## config.mk

```make
export PLATFORM = sky130hd
export DESIGN_NAME = ppu_reg_if
export DESIGN_NICKNAME = d
export VERILOG_FILES = /design/src/rtl/ppu_reg_if.sv
export SDC_FILE = /design/constraint.sdc
export NUM_CORES = 1
export LEC_CHECK = 0
export ABC_AREA = 0
export CAP_MARGIN = 20
export CORE_MARGIN = 2
export CORE_UTILIZATION = 30
export CTS_BUF_LIST = sky130_fd_sc_hd__clkbuf_8
export DETAILED_ROUTE_END_ITERATION = 16
export DONT_BUFFER_PORTS = 1
export GPL_TIMING_DRIVEN = 0
export HOLD_SLACK_MARGIN = 0.12
export PLACE_DENSITY = 0.51
export SLEW_MARGIN = 10
export SYNTH_ARGS = -nofsm -noshare
export SYNTH_HDL_FRONTEND = slang
export SYNTH_SLANG_ARGS = --single-unit
```

## constraint.sdc

```tcl
create_clock -name clk -period 2.25 [get_ports clk]
set_clock_uncertainty 0.15 [all_clocks]
set_input_delay 0.45 -clock clk [delete_from_list [all_inputs] [get_ports clk]]
set_output_delay 0.45 -clock clk [all_outputs]
set_load 0.05 [all_outputs]
```

## src/rtl/ppu_reg_if.sv

```systemverilog
// CPU-side responder for the PPU register window: decodes $2000-$2007 accesses,
// holds control/mask/status and loopy scroll state, and drives VRAM/OAM write ports and NMI.
module ppu_reg_if #(
  parameter int ADDR_W = 15,
  parameter int OAM_AW = 8
) (
  input  logic              clk,
  input  logic              reset,
  input  logic              reg_cs_n,
  input  logic [2:0]        reg_addr,
  input  logic              reg_we,
  input  logic [7:0]        reg_wdata,
  output logic [7:0]        reg_rdata,
  input  logic              vblank_start,
  input  logic              vblank_end,
  input  logic              spr0_hit,
  input  logic              spr_ovf,
  output logic              nmi_n,
  output logic [7:0]        ppuctrl,
  output logic [7:0]        ppumask,
  output logic [ADDR_W-1:0] t_addr,
  output logic [2:0]        fine_x,
  output logic [ADDR_W-2:0] vram_addr,
  output logic [7:0]        vram_wdata,
  output logic              vram_we,
  input  logic [7:0]        vram_rdata,
  output logic [OAM_AW-1:0] oam_addr,
  output logic [7:0]        oam_wdata,
  output logic              oam_we,
  input  logic [7:0]        oam_rdata
);

  typedef enum logic [1:0] {IDLE, VWR, OWR} state_t;

  state_t              state_q, state_d;
  logic                cs_q;
  logic [7:0]          ppuctrl_q, ppuctrl_d, ppumask_q, ppumask_d;
  logic [ADDR_W-1:0]   t_q, t_d, v_q, v_d, inc;
  logic [2:0]          fine_x_q, fine_x_d;
  logic                w_q, w_d, vblank_q, vblank_d, nmi_n_q, nmi_n_d;
  logic [7:0]          rd_buf_q, rd_buf_d, io_latch_q, io_latch_d, rdata_q, rdata_d;
  logic [7:0]          vram_wdata_q, vram_wdata_d, oam_wdata_q, oam_wdata_d;
  logic                vram_we_q, vram_we_d, oam_we_q, oam_we_d;
  logic [OAM_AW-1:0]   oam_addr_q, oam_addr_d;
  logic                acc;

  // Falling edge of chip select is the access; held-low cycles are ignored.
  assign acc = ~reg_cs_n & cs_q & (state_q == IDLE);
  assign inc = ppuctrl_q[2] ? ADDR_W'(32) : ADDR_W'(1);

  always_comb begin
    state_d      = IDLE;
    ppuctrl_d    = ppuctrl_q;
    ppumask_d    = ppumask_q;
    t_d          = t_q;
    v_d          = v_q;
    fine_x_d     = fine_x_q;
    w_d          = w_q;
    rd_buf_d     = rd_buf_q;
    io_latch_d   = io_latch_q;
    rdata_d      = rdata_q;
    vram_wdata_d = vram_wdata_q;
    oam_wdata_d  = oam_wdata_q;
    oam_addr_d   = oam_addr_q;
    vram_we_d    = 1'b0;
    oam_we_d     = 1'b0;
    nmi_n_d      = ~(vblank_q & ppuctrl_q[7]);
    if (vblank_start)    vblank_d = 1'b1;
    else if (vblank_end) vblank_d = 1'b0;
    else                 vblank_d = vblank_q;

    case (state_q)
      VWR: v_d = v_q + inc;
      OWR: oam_addr_d = oam_addr_q + 1'b1;
      default: if (acc) begin
        if (reg_we) begin
          io_latch_d = reg_wdata;
          case (reg_addr)
            3'd0: begin ppuctrl_d = reg_wdata; t_d[11:10] = reg_wdata[1:0]; end
            3'd1: ppumask_d = reg_wdata;
            3'd3: oam_addr_d = reg_wdata[OAM_AW-1:0];
            3'd4: begin oam_wdata_d = reg_wdata; oam_we_d = 1'b1; state_d = OWR; end
            3'd5: begin
              if (!w_q) begin t_d[4:0] = reg_wdata[7:3]; fine_x_d = reg_wdata[2:0]; end
              else begin t_d[14:12] = reg_wdata[2:0]; t_d[9:5] = reg_wdata[7:3]; end
              w_d = ~w_q;
            end
            3'd6: begin
              if (!w_q) begin t_d[13:8] = reg_wdata[5:0]; t_d[14] = 1'b0; end
              else begin t_d[7:0] = reg_wdata; v_d = {t_q[14:8], reg_wdata}; end
              w_d = ~w_q;
            end
            3'd7: begin vram_wdata_d = reg_wdata; vram_we_d = 1'b1; state_d = VWR; end
            default: ;
          endcase
        end else begin
          case (reg_addr)
            3'd2: begin
              // A coincident vblank_start wins the flag but the read still sees 0.
              rdata_d = {vblank_q & ~vblank_start, spr0_hit, spr_ovf, io_latch_q[4:0]};
              w_d     = 1'b0;
              if (!vblank_start) vblank_d = 1'b0;
            end
            3'd4: rdata_d = oam_rdata;
            3'd7: begin
              rdata_d  = (v_q[13:8] == 6'h3F) ? vram_rdata : rd_buf_q;
              rd_buf_d = vram_rdata;
              v_d      = v_q + inc;
            end
            default: rdata_d = io_latch_q;
          endcase
        end
      end
    endcase
  end

  always_ff @(posedge clk) begin
    if (reset) begin
      state_q <= IDLE;      cs_q <= 1'b1;         ppuctrl_q <= '0;   ppumask_q <= '0;
      t_q <= '0;            v_q <= '0;            fine_x_q <= '0;    w_q <= 1'b0;
      rd_buf_q <= '0;       io_latch_q <= '0;     vblank_q <= 1'b0;  nmi_n_q <= 1'b1;
      oam_addr_q <= '0;     rdata_q <= '0;        vram_wdata_q <= '0; oam_wdata_q <= '0;
      vram_we_q <= 1'b0;    oam_we_q <= 1'b0;
    end else begin
      state_q <= state_d;   cs_q <= reg_cs_n;     ppuctrl_q <= ppuctrl_d; ppumask_q <= ppumask_d;
      t_q <= t_d;           v_q <= v_d;           fine_x_q <= fine_x_d;   w_q <= w_d;
      rd_buf_q <= rd_buf_d; io_latch_q <= io_latch_d; vblank_q <= vblank_d; nmi_n_q <= nmi_n_d;
      oam_addr_q <= oam_addr_d; rdata_q <= rdata_d; vram_wdata_q <= vram_wdata_d;
      oam_wdata_q <= oam_wdata_d; vram_we_q <= vram_we_d; oam_we_q <= oam_we_d;
    end
  end

  assign reg_rdata  = rdata_q;
  assign nmi_n      = nmi_n_q;
  assign ppuctrl    = ppuctrl_q;
  assign ppumask    = ppumask_q;
  assign t_addr     = t_q;
  assign fine_x     = fine_x_q;
  assign vram_addr  = v_q[ADDR_W-2:0];
  assign vram_wdata = vram_wdata_q;
  assign vram_we    = vram_we_q;
  assign oam_addr   = oam_addr_q;
  assign oam_wdata  = oam_wdata_q;
  assign oam_we     = oam_we_q;

endmodule

```

==> results.py <==
metrics = {
    "power": {
        "power.density_nw_per_um2": 629,
        "clkPwrFrac_pct": 35.1,
        "p_switching_mw": 1.06,
        "power.leakage_nw": 2.15,
        "ir_drop_v": 0.000330,
        "pwr-share-seq_pct": 54.9,
        "internal_power_mw": 2.56,
        "p_comb_share_pct": 10.0,
        "total_power_mw": 3.63,
        "p_sw_share_pct": 29.3,
    },
    "routing": {
        "vias": 4435,
        "drc": 0,
        "drt_iter0_drc": 369,
        "dr.pass1.iters": 5,
        "routedWlPerCell_um": 19.7,
        "via_per_inst": 5.27,
        "drtAntennaViolNets": 0,
        "routed_wirelength_mm": 16.6,
    },
    "grt": {
        "grt_start_max_net_pins": 19,
        "grt_pass1_wl_mm": 25.4,
        "antenna_found_initial": 0,
        "track_usage_pct": 18.5,
        "grt_pass1_vias": 4437,
        "grt-ovfl-total": 0,
    },
    "die": {
        "die_x_um": 134,
        "fp-row-count": 47,
        "die_area_um2": 18000,
        "initial_utilization_pct": 30.7,
        "boundaryPins": 118,
        "die_h_um": 134,
        "core_um2": 16600,
    },
    "timing": {
        "period_minus_slack_ns": 2.14,
        "tightest_slew_ns": 0.838,
        "relSlewSlack_pct": 44.1,
        "timing.final.ws_setup_ns": 0.112,
        "slew_viol_final": 0,
        "fmax_mhz": 468,
        "hold_ws_ns": 0.149,
        "setup_violations": 0,
        "finalSetupTns_ns": 0,
        "hold_viol_final": 0,
        "post-route-period-util_pct": 95.0,
    },
    "finish": {
        "register_area_um2": 2110,
        "insertedDiodeCount": 0,
        "finalInstanceArea_um2": 5770,
        "areaGrowthSynthToFinish_pct": 13.5,
        "stdcell_count": 841,
        "multiInputGateArea_um2": 2790,
        "drive_gt1_share_pct": 14.3,
        "fillers": 1748,
        "post-route-util_pct": 34.8,
        "layout.nets": 658,
    },
    "synthesis": {
        "synthFlopType": "dfxtp_1",
        "synth.distinct_cells": 66,
        "yosys-top-cells-count": "dfxtp_1, nor2_1, nand2_1",
        "netlist_area_um2": 5090,
        "synth-edff-count": 0,
        "synth-seq-area-share_pct": 40.9,
        "synth_top_area_share_pct": 40.9,
        "async_flop_share_pct": 0,
        "syn_nets": 637,
        "yosysMostFrequentCell": "dfxtp_1",
        "synth_cells": 595,
        "syn_area_per_cell_um2": 8.55,
        "synth_top_area_cell": "dfxtp_1",
        "synth_area_leaders": "dfxtp_1, mux2i_1, nor2_1",
        "ys_warn_count": 0,
        "ys_ff_latch": 104,
    },
    "hold_path": {
        "min_path_type": "primary input to flip-flop",
    },
    "placement": {
        "place.gp.congestion": 0.880,
        "pre_cts_ws_ns": -0.157,
        "place_hpwl_mm": 12.0,
        "placed_cells": 815,
        "place_area_um2": 5360,
        "numPortBuffers": 0,
    },
    "clock_tree": {
        "htreeDepth": 3,
        "root_buffer": "clkbuf_8",
        "path_clk_slew_ns": 0.11,
        "clk-insertion-delay-late_ns": 0.39,
        "clkSinkCount": 104,
        "cts_made_buffers": 9,
        "cts_buffer_depth": 2,
        "cts_tree": "built",
    },
    "run_status": {
        "status": "complete, no violations",
    },
    "worst_setup_path": {
        "cp_slowest_cell": "or3b_4",
        "required_ns": 2.37,
        "worstPathCellList": "inv_2 -> ha_4 -> and4bb_2 -> nand2_2 -> buf_4 -> or3b_4 -> mux2i_1 -> nor2_1",
        "start_kind": "flip-flop",
        "max_stage_delay_ns": 0.40,
        "cp_max_fo": 10,
        "arrival_ns": 2.26,
        "cp-end-kind": "flip-flop",
        "path_class": "flip-flop to flip-flop",
    },
    "run": {
        "maxCapViolCount": 0,
    },
}
==> layer usage <==
| metal | wire [um] | GRT usage [%] |
|---|---|---|
| met5 | 0 | 0 |
| met4 | 310 | 6.90 |
| met3 | 1220 | 6.54 |
| met2 | 7810 | 29.7 |
| met1 | 7250 | 22.7 |
==> sequential cells by signal, indices dropped and copies added (netlist names), 2 cells and up <==
| signal | count |
|---|---|
| fine_x | 3 |
| io_latch_q | 8 |
| oam_addr | 8 |
| oam_wdata | 8 |
| ppuctrl | 8 |
| ppumask | 8 |
| rd_buf_q | 8 |
| reg_rdata | 8 |
| state_q | 2 |
| t_addr | 15 |
| v_q | 14 |
| vram_wdata | 8 |
==> final timing paths <==
path | from | endpoint | slack (ns) | depth (start not counted)
hold reg to reg | vblank_q$_SDFF_PP0_ | nmi_n$_SDFF_PP1_ | 0.30 | 1
setup reg to reg | state_q[0]$_SDFF_PP0_ | t_addr[11]$_SDFFE_PP0P_ | 0.11 | 8
hold / removal | reset | state_q[0]$_SDFF_PP0_ | 0.15 | 2
setup / recovery | state_q[0]$_SDFF_PP0_ | t_addr[11]$_SDFFE_PP0P_ | 0.11 | 8
==> what timing repair did <==
action                                 CTS  global route
endpoints found under the hold margin   10             0
gates resized for setup                 10            29
hold buffers                            11             0
pin swaps                                1             2
buffers inserted                         0             1
setup endpoints to repair               58            57
==> cell families after synthesis <==
| logic type | count (synthesis) | share of synthesized area, % |
|---|---|---|
| adder cells (fa/ha/maj) | 7 | 1.72 |
| multiplexers | 57 | 11.2 |
| AO/OA/AOI/OAI | 130 | 17.3 |
| flip-flops | 104 | 40.9 |
| buffers and inverters | 54 | 5.26 |
| AND/OR/NAND/NOR | 242 | 23.4 |
| XOR/XNOR | 1 | 0.172 |
==> cells in the final DEF (no fill, tap or decap), drive strengths merged, types with 18 or more instances in the layout <==
master	synthesis	final
clkbuf	23	33
a311oi	18	18
mux2i	57	57
nand2	60	60
dfxtp	104	104
nor2	92	92
a21oi	44	44
o21ai	27	27
nand3	19	19
buf	24	23
==> cell type report <==
type | count | area share [%]
inverter | 7 | 0.455
sequential | 104 | 36.5
buffer | 45 | 4.31
multi-input combinational | 437 | 48.3
clock inverter | 6 | 1.30
timing repair buffer | 12 | 2.04
tap | 220 | 4.77
clock buffer | 10 | 2.38
==> power groups by stage <==
stage               logic, mW  registers, mW  clock network [mW]
global placement        0.331           2.04                   0
global route            0.398           2.00                1.39
floorplan               0.241           2.03                   0
CTS                     0.355           2.00                1.31
detailed placement      0.337           2.04                   0
finish                  0.361           1.99                1.27
==> worst max-delay path, delay by kind of cell, from the launching register on <==
kind / cells / cell delay [ns]
adder cells (fa/ha/maj): 1 / 0.26
flip-flops: 1 / 0.36
buffers and inverters: 2 / 0.24
AND/OR/NAND/NOR: 4 / 0.85
multiplexers: 1 / 0.17
(Power assumes the default switching activity.)
